`config.mk`:
```
export PLATFORM = sky130hd
export DESIGN_NAME = memory_controller_flat
export DESIGN_NICKNAME = d
export VERILOG_FILES = /design/src/rtl/mc_pkg.sv /design/src/rtl/memory_controller_if.sv /design/src/rtl/mc_sync_edge.sv /design/src/rtl/memory_controller.sv /design/src/flat_wrapper.sv
export SDC_FILE = /design/constraint.sdc
export NUM_CORES = 2
export LEC_CHECK = 0
export CAP_MARGIN = 20
export CORE_MARGIN = 2
export CORE_UTILIZATION = 64
export DETAILED_ROUTE_END_ITERATION = 8
export GPL_ROUTABILITY_DRIVEN = 0
export GPL_TIMING_DRIVEN = 0
export HOLD_SLACK_MARGIN = 0.1
export PLACE_DENSITY_LB_ADDON = 0.25
export SYNTH_ARGS = -nofsm -noshare
export SYNTH_HDL_FRONTEND = slang
export SYNTH_SLANG_ARGS = --single-unit
```
`constraint.sdc`:
```
create_clock -name clk -period 2.8 [get_ports clk]
set_clock_uncertainty 0.15 [all_clocks]
set_input_delay 0.28 -clock clk [delete_from_list [all_inputs] [get_ports clk]]
set_output_delay 0.28 -clock clk [all_outputs]
set_load 0.05 [all_outputs]
```
`src/rtl/mc_pkg.sv`:
```
// Shared constants and types for the serial-slave register-file memory.
// Latency: n/a (declarations only).
// Backpressure: n/a.
package mc_pkg;
   localparam int ADDR_W      = 7;
   localparam int DATA_W      = 8;
   localparam int DEPTH       = 128;
   localparam int SYNC_STAGES = 2;

   typedef logic [ADDR_W-1:0] addr_t;
   typedef logic [DATA_W-1:0] data_t;

   typedef enum logic [2:0] {
      IDLE, ADDR, A_ACK, WR, D_ACK, RD, M_ACK
   } mc_state_t;
endpackage

```
`src/rtl/memory_controller_if.sv`:
```
// Serial bus bundle between the bus master and the memory slave.
// Latency: wires only.
// Backpressure: none; SCL pacing by the master is the only flow control.
// Signals: scl/sda_in from master, sda_oe/ack/data_out from slave.
interface memory_controller_if;
   import mc_pkg::*;

   logic  scl;
   logic  sda_in;
   logic  sda_oe;
   logic  ack;
   data_t data_out;

   modport master (output scl, sda_in, input sda_oe, ack, data_out);
   modport slave  (input scl, sda_in, output sda_oe, ack, data_out);
endinterface

```
`src/rtl/mc_sync_edge.sv`:
```
// Synchronizes one asynchronous pin and flags its rising/falling edges.
// Latency: level valid STAGES clks after pin change; edge pulses in the same cycle.
// Backpressure: none.
// Ports: clk, rst (async active-low), din (async pin), level/rise/fall (clk domain).
module mc_sync_edge #(
   parameter int STAGES = 2
) (
   input  logic clk,
   input  logic rst,
   input  logic din,
   output logic level,
   output logic rise,
   output logic fall
);
   logic [STAGES-1:0] sync_q, sync_d;
   logic              prev_q, prev_d;

   always_comb begin
      sync_d = {sync_q[STAGES-2:0], din};
      prev_d = sync_q[STAGES-1];
   end

   // Reset to the idle-bus level (high) so release of reset raises no edge.
   always_ff @(posedge clk or negedge rst) begin
      if (!rst) begin
         sync_q <= '1;
         prev_q <= 1'b1;
      end else begin
         sync_q <= sync_d;
         prev_q <= prev_d;
      end
   end

   assign level = sync_q[STAGES-1];
   assign rise  = level & ~prev_q;
   assign fall  = ~level & prev_q;
endmodule

```
`src/rtl/memory_controller.sv`:
```
// I2C-style serial slave fronting a 128x8 register file; answers every frame.
// Latency: bus events act SYNC_STAGES+1 clks after the pin change; write commit one clk after bit 8.
// Backpressure: none; master must hold each SCL level >= SYNC_STAGES+2 clks.
// Ports: clk, rst (async active-low), bus (slave modport: scl, sda_in, sda_oe, ack, data_out).
module memory_controller
   import mc_pkg::*;
(
   input  logic                clk,
   input  logic                rst,
   memory_controller_if.slave  bus
);
   logic scl_lvl, scl_rise, scl_fall;
   logic sda_lvl, sda_rise, sda_fall;
   logic start_evt, stop_evt;

   mc_sync_edge #(.STAGES(SYNC_STAGES)) u_scl (
      .clk(clk), .rst(rst), .din(bus.scl),
      .level(scl_lvl), .rise(scl_rise), .fall(scl_fall));
   mc_sync_edge #(.STAGES(SYNC_STAGES)) u_sda (
      .clk(clk), .rst(rst), .din(bus.sda_in),
      .level(sda_lvl), .rise(sda_rise), .fall(sda_fall));

   assign start_evt = sda_fall & scl_lvl;
   assign stop_evt  = sda_rise & scl_lvl;

   mc_state_t   state_q, state_d;
   logic [2:0]  bit_cnt_q, bit_cnt_d;
   data_t       shift_q, shift_d;
   addr_t       addr_q, addr_d;
   logic        rw_q, rw_d;
   // Bit 8 seen (ADDR/WR/RD) or master ACK seen (M_ACK); consumed on the next SCL fall.
   logic        byte_done_q, byte_done_d;
   logic        commit_q, commit_d;
   logic        sda_oe_q, sda_oe_d;
   data_t       data_out_q, data_out_d;
   data_t       mem_q [DEPTH];
   data_t       mem_rd;
   logic        ack_o;

   assign mem_rd = mem_q[addr_q];

   always_ff @(posedge clk or negedge rst) begin
      if (!rst) state_q <= IDLE;
      else      state_q <= state_d;
   end

   // START/STOP take priority over any SCL edge in the same cycle.
   always_comb begin
      state_d = state_q;
      if (stop_evt)       state_d = IDLE;
      else if (start_evt) state_d = ADDR;
      else begin
         unique case (state_q)
            ADDR:    if (scl_fall && byte_done_q) state_d = A_ACK;
            A_ACK:   if (scl_fall) state_d = rw_q ? RD : WR;
            WR:      if (scl_fall && byte_done_q) state_d = D_ACK;
            D_ACK:   if (scl_fall) state_d = WR;
            RD:      if (scl_fall && byte_done_q) state_d = M_ACK;
            M_ACK: begin
               if (scl_rise && sda_lvl)          state_d = IDLE;
               else if (scl_fall && byte_done_q) state_d = RD;
            end
            default: state_d = IDLE;
         endcase
      end
   end

   always_comb begin
      bit_cnt_d   = bit_cnt_q;
      shift_d     = shift_q;
      addr_d      = addr_q;
      rw_d        = rw_q;
      byte_done_d = byte_done_q;
      commit_d    = 1'b0;
      sda_oe_d    = sda_oe_q;
      data_out_d  = data_out_q;
      if (commit_q) data_out_d = shift_q;

      if (stop_evt || start_evt) begin
         bit_cnt_d   = '0;
         byte_done_d = 1'b0;
         sda_oe_d    = 1'b0;
      end else begin
         unique case (state_q)
            ADDR, WR: begin
               if (scl_rise && !byte_done_q) begin
                  shift_d   = {shift_q[DATA_W-2:0], sda_lvl};
                  bit_cnt_d = bit_cnt_q + 3'd1;
                  if (bit_cnt_q == 3'(DATA_W-1)) begin
                     byte_done_d = 1'b1;
                     commit_d    = (state_q == WR);
                  end
               end else if (scl_fall && byte_done_q) begin
                  byte_done_d = 1'b0;
                  sda_oe_d    = 1'b1;
                  if (state_q == ADDR) begin
                     addr_d = shift_q[DATA_W-1:1];
                     rw_d   = shift_q[0];
                  end
               end
            end
            A_ACK: begin
               if (scl_fall) begin
                  bit_cnt_d = '0;
                  sda_oe_d  = 1'b0;
                  if (rw_q) begin
                     shift_d    = mem_rd;
                     data_out_d = mem_rd;
                     sda_oe_d   = ~mem_rd[DATA_W-1];
                  end
               end
            end
            D_ACK: begin
               if (scl_fall) begin
                  bit_cnt_d = '0;
                  sda_oe_d  = 1'b0;
                  addr_d    = addr_q + 1'b1;
               end
            end
            RD: begin
               // Master samples on the rise; the next bit is put out on the fall.
               if (scl_rise && !byte_done_q) begin
                  bit_cnt_d = bit_cnt_q + 3'd1;
                  if (bit_cnt_q == 3'(DATA_W-1)) byte_done_d = 1'b1;
               end else if (scl_fall) begin
                  if (byte_done_q) begin
                     byte_done_d = 1'b0;
                     sda_oe_d    = 1'b0;
                  end else begin
                     shift_d  = {shift_q[DATA_W-2:0], 1'b0};
                     sda_oe_d = ~shift_q[DATA_W-2];
                  end
               end
            end
            M_ACK: begin
               if (scl_rise && !sda_lvl) begin
                  addr_d      = addr_q + 1'b1;
                  byte_done_d = 1'b1;
               end else if (scl_fall && byte_done_q) begin
                  byte_done_d = 1'b0;
                  bit_cnt_d   = '0;
                  shift_d     = mem_rd;
                  data_out_d  = mem_rd;
                  sda_oe_d    = ~mem_rd[DATA_W-1];
               end
            end
            default: ;
         endcase
      end
   end

   always_ff @(posedge clk or negedge rst) begin
      if (!rst) begin
         bit_cnt_q   <= '0;
         shift_q     <= '0;
         addr_q      <= '0;
         rw_q        <= 1'b0;
         byte_done_q <= 1'b0;
         commit_q    <= 1'b0;
         sda_oe_q    <= 1'b0;
         data_out_q  <= '0;
         for (int i = 0; i < DEPTH; i++) mem_q[i] <= '0;
      end else begin
         bit_cnt_q   <= bit_cnt_d;
         shift_q     <= shift_d;
         addr_q      <= addr_d;
         rw_q        <= rw_d;
         byte_done_q <= byte_done_d;
         commit_q    <= commit_d;
         sda_oe_q    <= sda_oe_d;
         data_out_q  <= data_out_d;
         if (commit_q) mem_q[addr_q] <= shift_q;
      end
   end

   // ack mirrors the pull-down only in ACK slots, never for read data bits.
   always_comb begin
      ack_o = 1'b0;
      if (state_q == A_ACK || state_q == D_ACK) ack_o = sda_oe_q;
   end

   assign bus.ack      = ack_o;
   assign bus.sda_oe   = sda_oe_q;
   assign bus.data_out = data_out_q;
endmodule

```
`src/flat_wrapper.sv`:
```
// flat-port wrapper written by rule: the top's interface ports become plain ports
module memory_controller_flat import mc_pkg::*;
  (clk, rst, bus_scl, bus_sda_in, bus_sda_oe, bus_ack, bus_data_out);
  memory_controller_if bus_i ();
  input  logic clk;
  input  logic rst;
  input wire logic [$bits(bus_i.scl)-1:0] bus_scl;
  input wire logic [$bits(bus_i.sda_in)-1:0] bus_sda_in;
  output wire logic [$bits(bus_i.sda_oe)-1:0] bus_sda_oe;
  output wire logic [$bits(bus_i.ack)-1:0] bus_ack;
  output wire logic [$bits(bus_i.data_out)-1:0] bus_data_out;
  assign bus_i.scl = bus_scl;
  assign bus_i.sda_in = bus_sda_in;
  assign bus_sda_oe = bus_i.sda_oe;
  assign bus_ack = bus_i.ack;
  assign bus_data_out = bus_i.data_out;
  memory_controller u_core (.clk(clk), .rst(rst), .bus(bus_i));
endmodule
```
==> impl_metrics.yaml, run 1 <==
die:
  io_pins: 14
  initial_core_util: 0.6476
  die_h_um: 281.2
  die_w_um: 281.2
  fp-row-count: 101
synthesis:
  syn_area_per_cell_um2: 13.07
  async_reset_ff_frac: 1.000
  syn_inst: 3762
  ys_warn_count: 0
  synth_fp_nets: 3769
  synth_seq_area_share: 0.5410
  synth_flop_cell: "dfrtp_1"
  synth_edf_count: 0
  synth_seq_cells: 1063
  synthDistinctLibCells: 88
  syn_area_mm2: 0.04918
status:
  error: "[ERROR GRT-0232] Routing congestion too high. Check the congestion heatmap in the GUI."
  outcome: "did not finish"
  lastStage: "global routing (5_1_grt)"
cts:
  h-tree-depth: 3
  numCtsBuffers: 109
  clkSinkCount: 1063
  cts_root_buf: "clkbuf_16"
  clockBufferDepth: 3
placement:
  dp_hpwl_um: 145700
  port_buffers: 13
global_routing:
  track_usage: 0.7158
  grt-ovfl-total: 3
  grt_max_degree: 179
==> metal layers <==
metal | overflow | track usage
met1 | 0 | 0.7107
met2 | 1 | 0.8225
met3 | 0 | 0.6562
met4 | 2 | 0.6519
met5 | 0 | 0.4590
==> cells in the mapped netlist, drive strengths merged (4+ instances only) <==
| cell type | instances | share of area |
|---|---|---|
| o2111ai | 4 | 0.00071 |
| dfrtp | 1057 | 0.54 |
| nor2 | 120 | 0.011 |
| a22oi | 122 | 0.019 |
| mux2i | 61 | 0.012 |
| a222oi | 11 | 0.0022 |
| a22o | 13 | 0.0023 |
| mux2 | 1077 | 0.25 |
| a21oi | 86 | 0.0088 |
| a21bo | 5 | 0.0010 |
| nand2b | 13 | 0.0017 |
| a211oi | 22 | 0.0036 |
| o221ai | 12 | 0.0021 |
| a2111oi | 13 | 0.0029 |
| a31oi | 8 | 0.0010 |
| and2 | 18 | 0.0023 |
| nor3 | 14 | 0.0020 |
| and3 | 4 | 0.00051 |
| o21ai | 163 | 0.017 |
| nand2 | 268 | 0.021 |
| nor2b | 13 | 0.0017 |
| a221oi | 110 | 0.020 |
| o22ai | 17 | 0.0022 |
| or3 | 4 | 0.00051 |
| inv | 11 | 0.00084 |
| nand3 | 36 | 0.0037 |
| a41oi | 4 | 0.00071 |
| mux4 | 40 | 0.018 |
| o211ai | 28 | 0.0043 |
| nor3b | 7 | 0.0014 |
| o311ai | 6 | 0.0011 |
| a221o | 13 | 0.0026 |
| clkbuf | 167 | 0.013 |
| o2bb2ai | 13 | 0.0023 |
| buf | 126 | 0.017 |
| nand4 | 10 | 0.0013 |
| dfstp | 6 | 0.0032 |
| or2 | 4 | 0.00051 |
==> logic make-up after synthesis <==
family                     after synthesis  synth area share
AOI/OAI and AO/OA                      684           0.09977
muxes                                 1178            0.2775
buffers and inverters                  306           0.03050
xor gates and xnor gates                 2         0.0003562
and+or+nand+nor                        526           0.05014
adders and majority gates                3         0.0007633
DFF                                   1063            0.5410
==> per-stage QoR <==
stage | instances | utilization | area, um2 | hold slack, ps | setup WS, ps
CTS | 5175 | 0.7842 | 59560 | -592.6 | -657.0
detailed placement | 4838 | 0.6749 | 51260 | 122.7 | -2262
global placement | 4805 | 0.6663 | 50600 | 196.0 | -46750
floorplan | 3762 | - | 49180 | -165.6 | 167.6
==> repair_timing <==
action	4_1_cts
endpoints found under the setup margin	1049
gates resized for setup	760
hold buffers	3
buffers inserted	133
pin swaps	76
cloned	7
endpoints found under the hold margin	162
==> run 2, diff against run 1 <==
--- a/config.mk
+++ b/config.mk
@@ -7,12 +7,11 @@
 export LEC_CHECK = 0
 export CAP_MARGIN = 20
 export CORE_MARGIN = 2
-export CORE_UTILIZATION = 64
+export CORE_UTILIZATION = 40
 export DETAILED_ROUTE_END_ITERATION = 8
 export GPL_ROUTABILITY_DRIVEN = 0
 export GPL_TIMING_DRIVEN = 0
-export HOLD_SLACK_MARGIN = 0.1
-export PLACE_DENSITY_LB_ADDON = 0.25
+export PLACE_DENSITY_LB_ADDON = 0.15
 export SYNTH_ARGS = -nofsm -noshare
 export SYNTH_HDL_FRONTEND = slang
 export SYNTH_SLANG_ARGS = --single-unit
==> impl_metrics.yaml, run 2 <==
global_routing:
  gr-usage-met3: 0.2005
  grt-ovfl-total: 0
  grt_max_degree: 170
  antenna_found_initial: 33
  grt-busiest-layer: "met2"
  grt_pass1_wl_um: 336500
  grt_pass1_vias: 37610
  use_met2: 0.5233
  met1_usage: 0.4913
  track_usage: 0.3975
synthesis:
  synthDistinctLibCells: 88
  synth_seq_cells: 1063
  synth_flop_cell: "dfrtp_1"
  ys_top_cells_by_area: "dfrtp_1 (54%), mux2_2 (25%), nand2_1 (2.0%)"
  synth_fp_nets: 3769
  yosysMostFrequentCell: "mux2_2"
  synth_edf_count: 0
  syn_inst: 3762
  async_reset_ff_frac: 1.000
  ys_warn_count: 0
  synth_top_cell_by_area: "dfrtp_1"
  syn_area_per_cell_um2: 13.07
  synth_seq_area_share: 0.5410
  ys_top_cells_by_count: "mux2_2 (1072), dfrtp_1 (1057), nand2_1 (258)"
  synth.top_cell.area_share: 0.5378
  syn_area_mm2: 0.04918
die:
  fp-row-count: 128
  initial_core_util: 0.4036
  dieArea_mm2: 0.1258
  die_w_um: 354.7
  die_h_um: 354.7
  core_mm2: 0.1219
  io_pins: 14
cells_and_area:
  fillers: 10510
  area.growth.synth_to_final_pct: 26.75
  fin_cells: 5909
  drive_above_1_share: 0.4823
  final_util: 0.5115
  largest_reg_flops: 1024
  fin_nets: 4168
  mostFrequentLayoutCell: "mux2_2"
  design_area_mm2: 0.06234
  layout_common_cells: "mux2_2 (1067), dfrtp_1 (1055), nand2_1 (184), buf_4 (157), clkbuf_1 (140)"
  top_register: "u_core.mem_q"
worst_setup_path:
  slowest_delay_ps: 480
  worstPathRequired_ps: 3250
  start_kind: "flip-flop"
  path_cells: "buf_12 -> buf_16 -> buf_16 -> buf_16 -> buf_16 -> buf_12 -> a222oi_1 -> o211ai_1 -> and4b_2 -> nor4_4 -> buf_4 -> o211ai_1"
  reg2reg_slack_ps: -660
  crit_top_cell: "buf_16"
  cp.arrival_ps: 3920
  end_kind: "flip-flop"
  cp_max_fo: 10
  rr_worst_depth: 12
  r2r-end: "u_core.shift_q[4]"
  worstSetupPathType: "flip-flop to flip-flop"
  slowest_stage: "dfrtp_2"
  r2r_start: "u_core.addr_q[0]"
power:
  cellPowerDensity_mw_per_mm2: 982.3
  peakVddDrop_v: 0.0006061
  leakagePower_nw: 29.22
sta:
  finalCritPeriodShare: 1.237
  setup_slack_ps: -663.1
  fmax_ghz: 0.2888
  period_needed_ps: 3463
  hold_violations: 3
  tightest_slew_ps: 1405
  timing.hold.ws_ps: -23.06
  grt_setup_unrepaired: "yes"
  slew_violations: 0
  setup_violations: 864
  timing.slew.headroom: 0.06357
routing:
  drc_errors: 0
  avgRoutedWirePerCell_um: 43.13
  num_vias: 39670
  first_pass_iters: 9
  routed_wl_um: 254900
  via_per_inst: 6.713
  antenna_left: 0
  drt_iter0_drc: 6400
cts:
  numCtsBuffers: 118
  h-tree-depth: 3
  cts.clk_slew.worst_paths_ps: 60
  clockBufferDepth: 3
  cts_root_buf: "clkbuf_16"
  clkSinkCount: 1063
  clk_latency_ps: 750
  cts_tree: "built"
placement:
  dp_hpwl_um: 165400
  port_buffers: 13
  post_dp_cell_area_mm2: 0.05217
  dpl.cell_count: 5445
status:
  outcome: "complete, but fails checks"
  violations: "hold timing, setup timing"
job:
  maxCapViolCount: 0
min_path:
  hold_path.class: "primary input to asynchronous set/reset pin"
==> run 2: worst max path at each step <==
stage / startpoint / endpoint / slack [ps] / depth (start not counted)
5_1_grt: u_core.addr_q[4] / u_core.shift_q[6] / -630 / 9
6_report: u_core.addr_q[0] / u_core.shift_q[4] / -660 / 12
2_1_floorplan: u_core.state_q[2] / bus_ack / 170 / 4
4_1_cts: u_core.addr_q[0] / u_core.bus.data_out[3] / -540 / 9
3_3_place_gp: rst / u_core.mem_q[920] / -49680 / 1
3_5_place_dp: u_core.addr_q[0] / u_core.bus.data_out[3] / -2410 / 9
==> run 2: logic make-up after synthesis <==
kind of cell	Yosys count	synth area share
flops	1063	0.5410
mux	1178	0.2775
fa+ha+maj	3	0.0007633
simple gates	526	0.05014
buf+inv	306	0.03050
xor+xnor	2	0.0003562
compound gates	684	0.09977
==> run 2: layer usage <==
metal | share of wire | wire length, um
met1 | 0.37 | 94360
met2 | 0.39 | 99010
met3 | 0.15 | 37540
met4 | 0.093 | 23760
met5 | 0.00077 | 197
==> run 2: report_power, final <==
| part | switching (W) | internal, W | leakage (nW) | total, W |
|---|---|---|---|---|
| registers | 0.000377 | 0.0155 | 14.8 | 0.0159 |
| clock network | 0.00688 | 0.00934 | 1.98 | 0.0162 |
| logic | 0.0210 | 0.00812 | 12.4 | 0.0291 |
==> run 2: worst max-delay path: cells and delay by family (launching register included) <==
family,cells,cell delay (ps)
buffers and inverters,7,1240
and+or+nand+nor,2,560
AOI/OAI and AO/OA,3,770
DFF,1,480
==> run 2: repair_timing <==
action	CTS	global route
endpoints found under the setup margin	1049	737
resized for setup	710	176
setup buffers	127	89
gates cloned	3	6
hold buffers	3	0
endpoints found under the hold margin	142	0
pin swaps	66	50
==> run 2: area by class of cell <==
cell class              count  area [um2]  area share
clock buffers             180        3556     0.05704
repair buffers            291        3631     0.05825
well taps                1625        2033     0.03262
inverters                  13       65.06    0.001044
multi-input cells        2393       22890      0.3671
plain buffers             281        3090     0.04958
clock inverters            38       402.9    0.006463
diodes                     25       62.56    0.001004
flip-flops and latches   1063       26610      0.4269
==> run 2: stage by stage <==
step / worst slack, ps / power, W / setup TNS [ps]
2_1_floorplan: 167.6 / 0.02311 / 0
3_3_place_gp: -49680 / 0.03597 / -
4_1_cts: -540.6 / 0.05671 / -9857
3_5_place_dp: -2410 / 0.03671 / -1207460
5_1_grt: -628.6 / 0.06052 / -65520
6_report: -663.1 / 0.06124 / -105820
No activity file was read; power rests on OpenSTA's default activity.
